`src/rtl/uart_rx_core.sv`:
```
// UART receiver: oversampled by s_tick, configurable data width, parity and stop bits,
// delivering each frame on a one-entry valid/ready output register with error flags.
module uart_rx_core #(
  parameter int D_W       = 8,
  parameter int B_TICK    = 16,
  parameter int PARITY    = 0,
  parameter int STOP_BITS = 1
) (
  input  logic           clk,
  input  logic           rst,
  input  logic           s_tick,
  input  logic           rxd,
  output logic [D_W-1:0] out_data,
  output logic           out_valid,
  input  logic           out_ready,
  output logic           parity_err,
  output logic           framing_err,
  output logic           overrun,
  output logic           busy
);

  localparam int TW = $clog2(B_TICK);
  localparam int BW = $clog2(D_W + 1);
  localparam logic [TW-1:0] TICK_MID  = TW'(B_TICK / 2 - 1);
  localparam logic [TW-1:0] TICK_LAST = TW'(B_TICK - 1);
  localparam logic [BW-1:0] DATA_LAST = BW'(D_W - 1);
  localparam logic [BW-1:0] STOP_LAST = BW'(STOP_BITS - 1);

  typedef enum logic [2:0] {
    S_IDLE, S_START, S_DATA, S_PAR, S_STOP, S_WAIT_IDLE
  } state_t;

  state_t         state, state_n;
  logic [TW-1:0]  tick_cnt, tick_n;
  logic [BW-1:0]  bit_cnt, bit_n;
  logic [D_W-1:0] shreg, shreg_n;
  logic           par_err_q, par_err_n;
  logic           frm_err_q, frm_err_n;
  logic           rxd_meta, rxd_s;
  logic           frame_done, frame_fe, stop_fe, par_x;

  always_ff @(posedge clk) begin
    if (rst) begin
      rxd_meta <= 1'b1;
      rxd_s    <= 1'b1;
    end else begin
      rxd_meta <= rxd;
      rxd_s    <= rxd_meta;
    end
  end

  assign par_x   = ^{shreg, rxd_s};
  assign stop_fe = frm_err_q | ~rxd_s;
  assign busy    = (state != S_IDLE);

  always_ff @(posedge clk) begin
    if (rst) begin
      state     <= S_IDLE;
      tick_cnt  <= '0;
      bit_cnt   <= '0;
      shreg     <= '0;
      par_err_q <= 1'b0;
      frm_err_q <= 1'b0;
    end else begin
      state     <= state_n;
      tick_cnt  <= tick_n;
      bit_cnt   <= bit_n;
      shreg     <= shreg_n;
      par_err_q <= par_err_n;
      frm_err_q <= frm_err_n;
    end
  end

  always_comb begin
    state_n    = state;
    tick_n     = tick_cnt;
    bit_n      = bit_cnt;
    shreg_n    = shreg;
    par_err_n  = par_err_q;
    frm_err_n  = frm_err_q;
    frame_done = 1'b0;
    frame_fe   = frm_err_q;
    case (state)
      S_IDLE: begin
        if (!rxd_s) begin
          state_n = S_START;
          tick_n  = '0;
        end
      end
      // Start bit is re-checked at its midpoint so short low glitches are ignored.
      S_START: begin
        if (s_tick) begin
          if (tick_cnt == TICK_MID) begin
            tick_n = '0;
            if (!rxd_s) begin
              state_n   = S_DATA;
              bit_n     = '0;
              par_err_n = 1'b0;
              frm_err_n = 1'b0;
            end else begin
              state_n = S_IDLE;
            end
          end else begin
            tick_n = tick_cnt + TW'(1);
          end
        end
      end
      S_DATA: begin
        if (s_tick) begin
          if (tick_cnt == TICK_LAST) begin
            tick_n  = '0;
            shreg_n = {rxd_s, shreg[D_W-1:1]};
            if (bit_cnt == DATA_LAST) begin
              bit_n   = '0;
              state_n = (PARITY != 0) ? S_PAR : S_STOP;
            end else begin
              bit_n = bit_cnt + BW'(1);
            end
          end else begin
            tick_n = tick_cnt + TW'(1);
          end
        end
      end
      S_PAR: begin
        if (s_tick) begin
          if (tick_cnt == TICK_LAST) begin
            tick_n    = '0;
            par_err_n = (PARITY == 1) ? ~par_x : par_x;
            state_n   = S_STOP;
          end else begin
            tick_n = tick_cnt + TW'(1);
          end
        end
      end
      S_STOP: begin
        if (s_tick) begin
          if (tick_cnt == TICK_LAST) begin
            tick_n    = '0;
            frm_err_n = stop_fe;
            if (bit_cnt == STOP_LAST) begin
              frame_done = 1'b1;
              frame_fe   = stop_fe;
              state_n    = stop_fe ? S_WAIT_IDLE : S_IDLE;
            end else begin
              bit_n = bit_cnt + BW'(1);
            end
          end else begin
            tick_n = tick_cnt + TW'(1);
          end
        end
      end
      // A broken frame parks here until the line returns high.
      S_WAIT_IDLE: begin
        if (rxd_s) state_n = S_IDLE;
      end
      default: state_n = S_IDLE;
    endcase
  end

  // Handshake: a word transfers on any clk where out_valid && out_ready; out_valid and the
  // data/flags stay stable until then. A completed frame may load in the same clk that the
  // held word is accepted; otherwise it is dropped and overrun pulses.
  always_ff @(posedge clk) begin
    if (rst) begin
      out_data    <= '0;
      out_valid   <= 1'b0;
      parity_err  <= 1'b0;
      framing_err <= 1'b0;
      overrun     <= 1'b0;
    end else begin
      overrun <= frame_done && out_valid && !out_ready;
      if (frame_done && (!out_valid || out_ready)) begin
        out_data    <= shreg;
        parity_err  <= (PARITY != 0) ? par_err_q : 1'b0;
        framing_err <= frame_fe;
        out_valid   <= 1'b1;
      end else if (out_valid && out_ready) begin
        out_valid <= 1'b0;
      end
    end
  end

endmodule

```
`config.mk`:
```
export PLATFORM = sky130hd
export DESIGN_NAME = uart_rx_core
export DESIGN_NICKNAME = d
export VERILOG_FILES = /design/src/rtl/uart_rx_core.sv
export SDC_FILE = /design/constraint.sdc
export NUM_CORES = 1
export LEC_CHECK = 0
export ABC_AREA = 1
export BUFFER_PORTS_ARGS = -buffer_cell sky130_fd_sc_hd__buf_2
export CORE_MARGIN = 2
export CORE_UTILIZATION = 35
export CTS_CLUSTER_DIAMETER = 40
export CTS_CLUSTER_SIZE = 28
export DETAILED_ROUTE_END_ITERATION = 10
export GPL_TIMING_DRIVEN = 0
export PLACE_DENSITY_LB_ADDON = 0.3
export SYNTH_ARGS = -nofsm -noshare
export SYNTH_HDL_FRONTEND = slang
export SYNTH_SLANG_ARGS = --single-unit
```
`constraint.sdc`:
```
create_clock -name clk -period 2 [get_ports clk]
set_input_delay 0.2 -clock clk [delete_from_list [all_inputs] [get_ports clk]]
set_output_delay 0.2 -clock clk [all_outputs]
set_load 0.02 [all_outputs]
```
==> results by stage <==
Outcome:
- The run finished with clean final reports.

Synthesis:
- The Yosys step of the flow raised 0 warnings.
- Yosys mapped the design onto 27 distinct sky130hd cell types.
- The largest area contributor in the netlist is sky130_fd_sc_hd__dfxtp_1.
- The number of nets in the synthesized netlist is 243.
- In the synthesized netlist, the cells that appear most often are sky130_fd_sc_hd__nand2_1, sky130_fd_sc_hd__nor2_1, sky130_fd_sc_hd__dfxtp_1, sky130_fd_sc_hd__inv_1, sky130_fd_sc_hd__a21oi_1.
- In the post-synthesis netlist, the biggest area contributors are sky130_fd_sc_hd__dfxtp_1, sky130_fd_sc_hd__nand2_1, sky130_fd_sc_hd__nor2_1.
- Of the post-synthesis cell area, the dominant cell type holds 0.398.
- The number of synthesized flops with an enable pin is 0.
- For this run, asynchronously set or reset flops after synthesis account for 0.
- The gate count after technology mapping is 235.
- sky130_fd_sc_hd__nand2_1 is the most common cell in the netlist.
- The mean post-synth cell area is 7.06 um^2.
- The synthesized flop and latch total is 33.
- Among all flip-flop cells after synthesis, the most frequent one is sky130_fd_sc_hd__dfxtp_1.
- In this run the cell area of the synthesized design comes to 1660 um^2.
- The sequential cell area fraction in the yosys report is 0.398.

Worst setup path:
- The worst setup path is launched from a register.
- In this design, the stage delay of the slowest critical-path cell is 0.38 ns.
- The endpoint kind of the worst setup timing path is a register.
- The signal on the critical path passes through ha_1, nand3_1, nor2_2, nand3_4, buf_6, o21ai_1, a21oi_1.
- The type of the worst setup path is register to register.
- In this run the worst path has a maximum fanout of 10.
- For the worst setup path, the data required time is 2.19 ns.
- The largest individual stage delay along the critical path comes from the cell sky130_fd_sc_hd__dfxtp_1.
- The number of buffers and inverters on the critical path is 1.
- Broken down by cell family, the worst path's largest delay share belongs to simple AND/OR/NAND/NOR gates.
- For the worst setup path, the data arrival time is 1.94 ns.

Cells and area:
- The final cell count without fillers is 313.
- The area taken by multi-input logic gates is 860 um^2.
- After the last flow step, the layout net total stands at 266.
- The utilization after layout is 0.406.
- The area of all placed cells without fillers is 1890 um^2.
- 0 antenna diodes ended up in the layout.
- From synthesis to final layout, the design area changed by 14.1%.
- The final-layout fill cell count is 502.
- Of the cells placed in the final design, the portion with a size suffix greater than 1 is 0.178.
- Summing all flip-flop and latch instances after layout gives 661 um^2.

Routing:
- The remaining number of nets flagged by the antenna check after routing is 0.
- The DRC violations left is 0.
- The routed layout has 1469 vias.
- The detailed-router iteration count before antenna repair is 4.
- Using the TritonRoute via totals, the vias-per-cell ratio works out to 4.69.
- The routed design has 3320 um of wire.
- The routed length per instance is 10.6 um.
- The number of DRC markers after the initial detailed-route iteration is 70.

Pwr:
- The portion of total power attributed to sequential cells is 0.332.
- The fraction of power consumed by the clock network is 0.196.
- The largest vdd supply drop is 0.518 mV.
- Summing internal, switching and leakage power gives 2.55 mW.
- In this run the power spent charging and discharging nets is 1.15 mW.
- Internal power comes to 1.40 mW.
- The reported leakage power is 0.871 nW.
- Of the total power, the share spent switching nets is 0.452.
- The power density over the cells is 1350 nW/um^2.
- The share of total power dissipated in combinational logic is 0.472.

Placed design:
- At the end of routability-driven placement, the weighted congestion stood at 0.897.
- The number of buffers added on ports is 16.
- The placed wire-length estimate is 2410 um.
- The placement-stage worst setup slack is 0.294 ns.
- The number of placed instances, taps included, is 305.
- In this run the cell area measured after placement is 1810 um^2.

Global routing:
- The first-pass GRT wire length is 5760 um.
- The remaining global-route overflow is 0.
- The number of global-route vias before repair came to 1263.
- For this run, the total global-route usage over all layers was measured as 0.143.
- Entering global routing, the biggest net connects 12 pins.
- The initial antenna violation count is 0.

Clock network:
- Counting every sink on the clock net gives 33.
- CTS placed an instance of sky130_fd_sc_hd__clkbuf_8 at the clock tree root.
- The level count of the clock H-tree is 2.
- The CTS tree is built.
- The clock-pin slew on the worst setup and hold paths is 0.08 ns.
- The maximum root-to-sink buffer count is 2.
- The total of hold buffers inserted after clock tree synthesis is 0.
- The post-cts repair resize count is 0.
- The number of setup buffers added after CTS is 0.
- Clock tree synthesis inserted a total of 5 buffers.
- The clock reaches the later pin of the worst-skew pair after 0.29 ns.

Floorplan:
- The area of the placeable core is 4660 um^2.
- The I/O pin count is 18.
- The die area is 5310 um^2.
- The chip width is 72.9 um.
- The initialized floorplan defines 25 standard-cell rows.
- Measured along the y axis, the die boundary spans 72.9 um.
- For this configuration, the core starts out at a cell density of 0.356.

Timing:
- The count of endpoints failing hold in the final timing report is 0.
- Clock skew on the completed layout was measured at 0.0112 ns.
- The worst path needs 1.75 ns of the cycle, external delays included.
- The number of setup violations in the final report is 0.
- Adding up every negative setup slack in the final design gives 0 ns.
- Setup slack on the critical path of the routed design comes to 0.251 ns.
- The part of the cycle the worst path needs is 0.874.
- The final max-slew violation count is 0.
- For this run, the top clock speed supported by timing is 572 MHz.
- Setup repair after global routing left no endpoint under its margin.
- On the final layout, the worst hold slack is 0.0930 ns.

Flow run:
- Across the run, the number of max-cap violations was 0.

Min path:
- The tightest min-delay check is of the input port to register type.
## registers in the layout, summed over array words and instances (netlist names)
register	flops
framing_err	1
out_valid	1
overrun	1
frm_err_q	1
shreg	8
out_data	8
tick_cnt	4
state	3
rxd_meta	1
bit_cnt	4
rxd_s	1
## cell families (layout without fill, tap and decap cells)
group	Yosys count	count (layout)	synth area share
simple gates	116	116	0.327
compound gates	46	46	0.150
flops	33	33	0.398
buf+inv	33	57	0.0837
fa+ha+maj	3	3	0.0226
xor+xnor	3	3	0.0158
other cells	1	1	0.00226
## metal layers
layer	share of wire	wire length, um	GRT usage	vias to the layer above
li1	-	-	-	800
met1	0.51	1700	0.189	635
met2	0.43	1410	0.207	25
met3	0.038	125	0.0483	9
met4	0.026	85	0.0679	0
met5	0	0	0	-
## power groups by stage
stage	Clock, mW	Sequential, mW	Combinational (mW)
after floorplan	0	0.837	1.01
after global placement	0	0.859	1.21
after detailed placement	0	0.861	1.21
after CTS	0.520	0.846	1.22
after global routing	0.549	0.866	1.40
final	0.500	0.848	1.21
## final cells by class
| cell class | instances | area share |
|---|---|---|
| Tap cell | 54 | 0.0357 |
| Timing Repair Buffer | 16 | 0.0423 |
| Inverter | 29 | 0.0575 |
| Buffer | 4 | 0.0159 |
| Sequential cell | 33 | 0.349 |
| Multi-Input combinational cell | 169 | 0.454 |
| Clock buffer | 5 | 0.0364 |
| Clock inverter | 3 | 0.00925 |
## final timing paths
check	cells past startpoint	slack [ns]	endpoint	startpoint
max	7	0.25	out_data[6]	tick_cnt[0]
min reg2reg	1	0.41	rxd_s	rxd_meta
min	2	0.09	rxd_meta	rxd
max reg2reg	7	0.25	out_data[6]	tick_cnt[0]
## cell usage in the layout (no fill, tap or decap), types with 4 or more instances in the layout
| cell | instances |
|---|---|
| sky130_fd_sc_hd__o21ai_0 | 20 |
| sky130_fd_sc_hd__nor2_1 | 37 |
| sky130_fd_sc_hd__inv_1 | 27 |
| sky130_fd_sc_hd__nor2_4 | 4 |
| sky130_fd_sc_hd__dfxtp_1 | 33 |
| sky130_fd_sc_hd__buf_2 | 16 |
| sky130_fd_sc_hd__a21oi_1 | 22 |
| sky130_fd_sc_hd__nand3_1 | 16 |
| sky130_fd_sc_hd__nand2_1 | 45 |
| sky130_fd_sc_hd__clkbuf_8 | 5 |
Power figures use the tool's default switching activity.
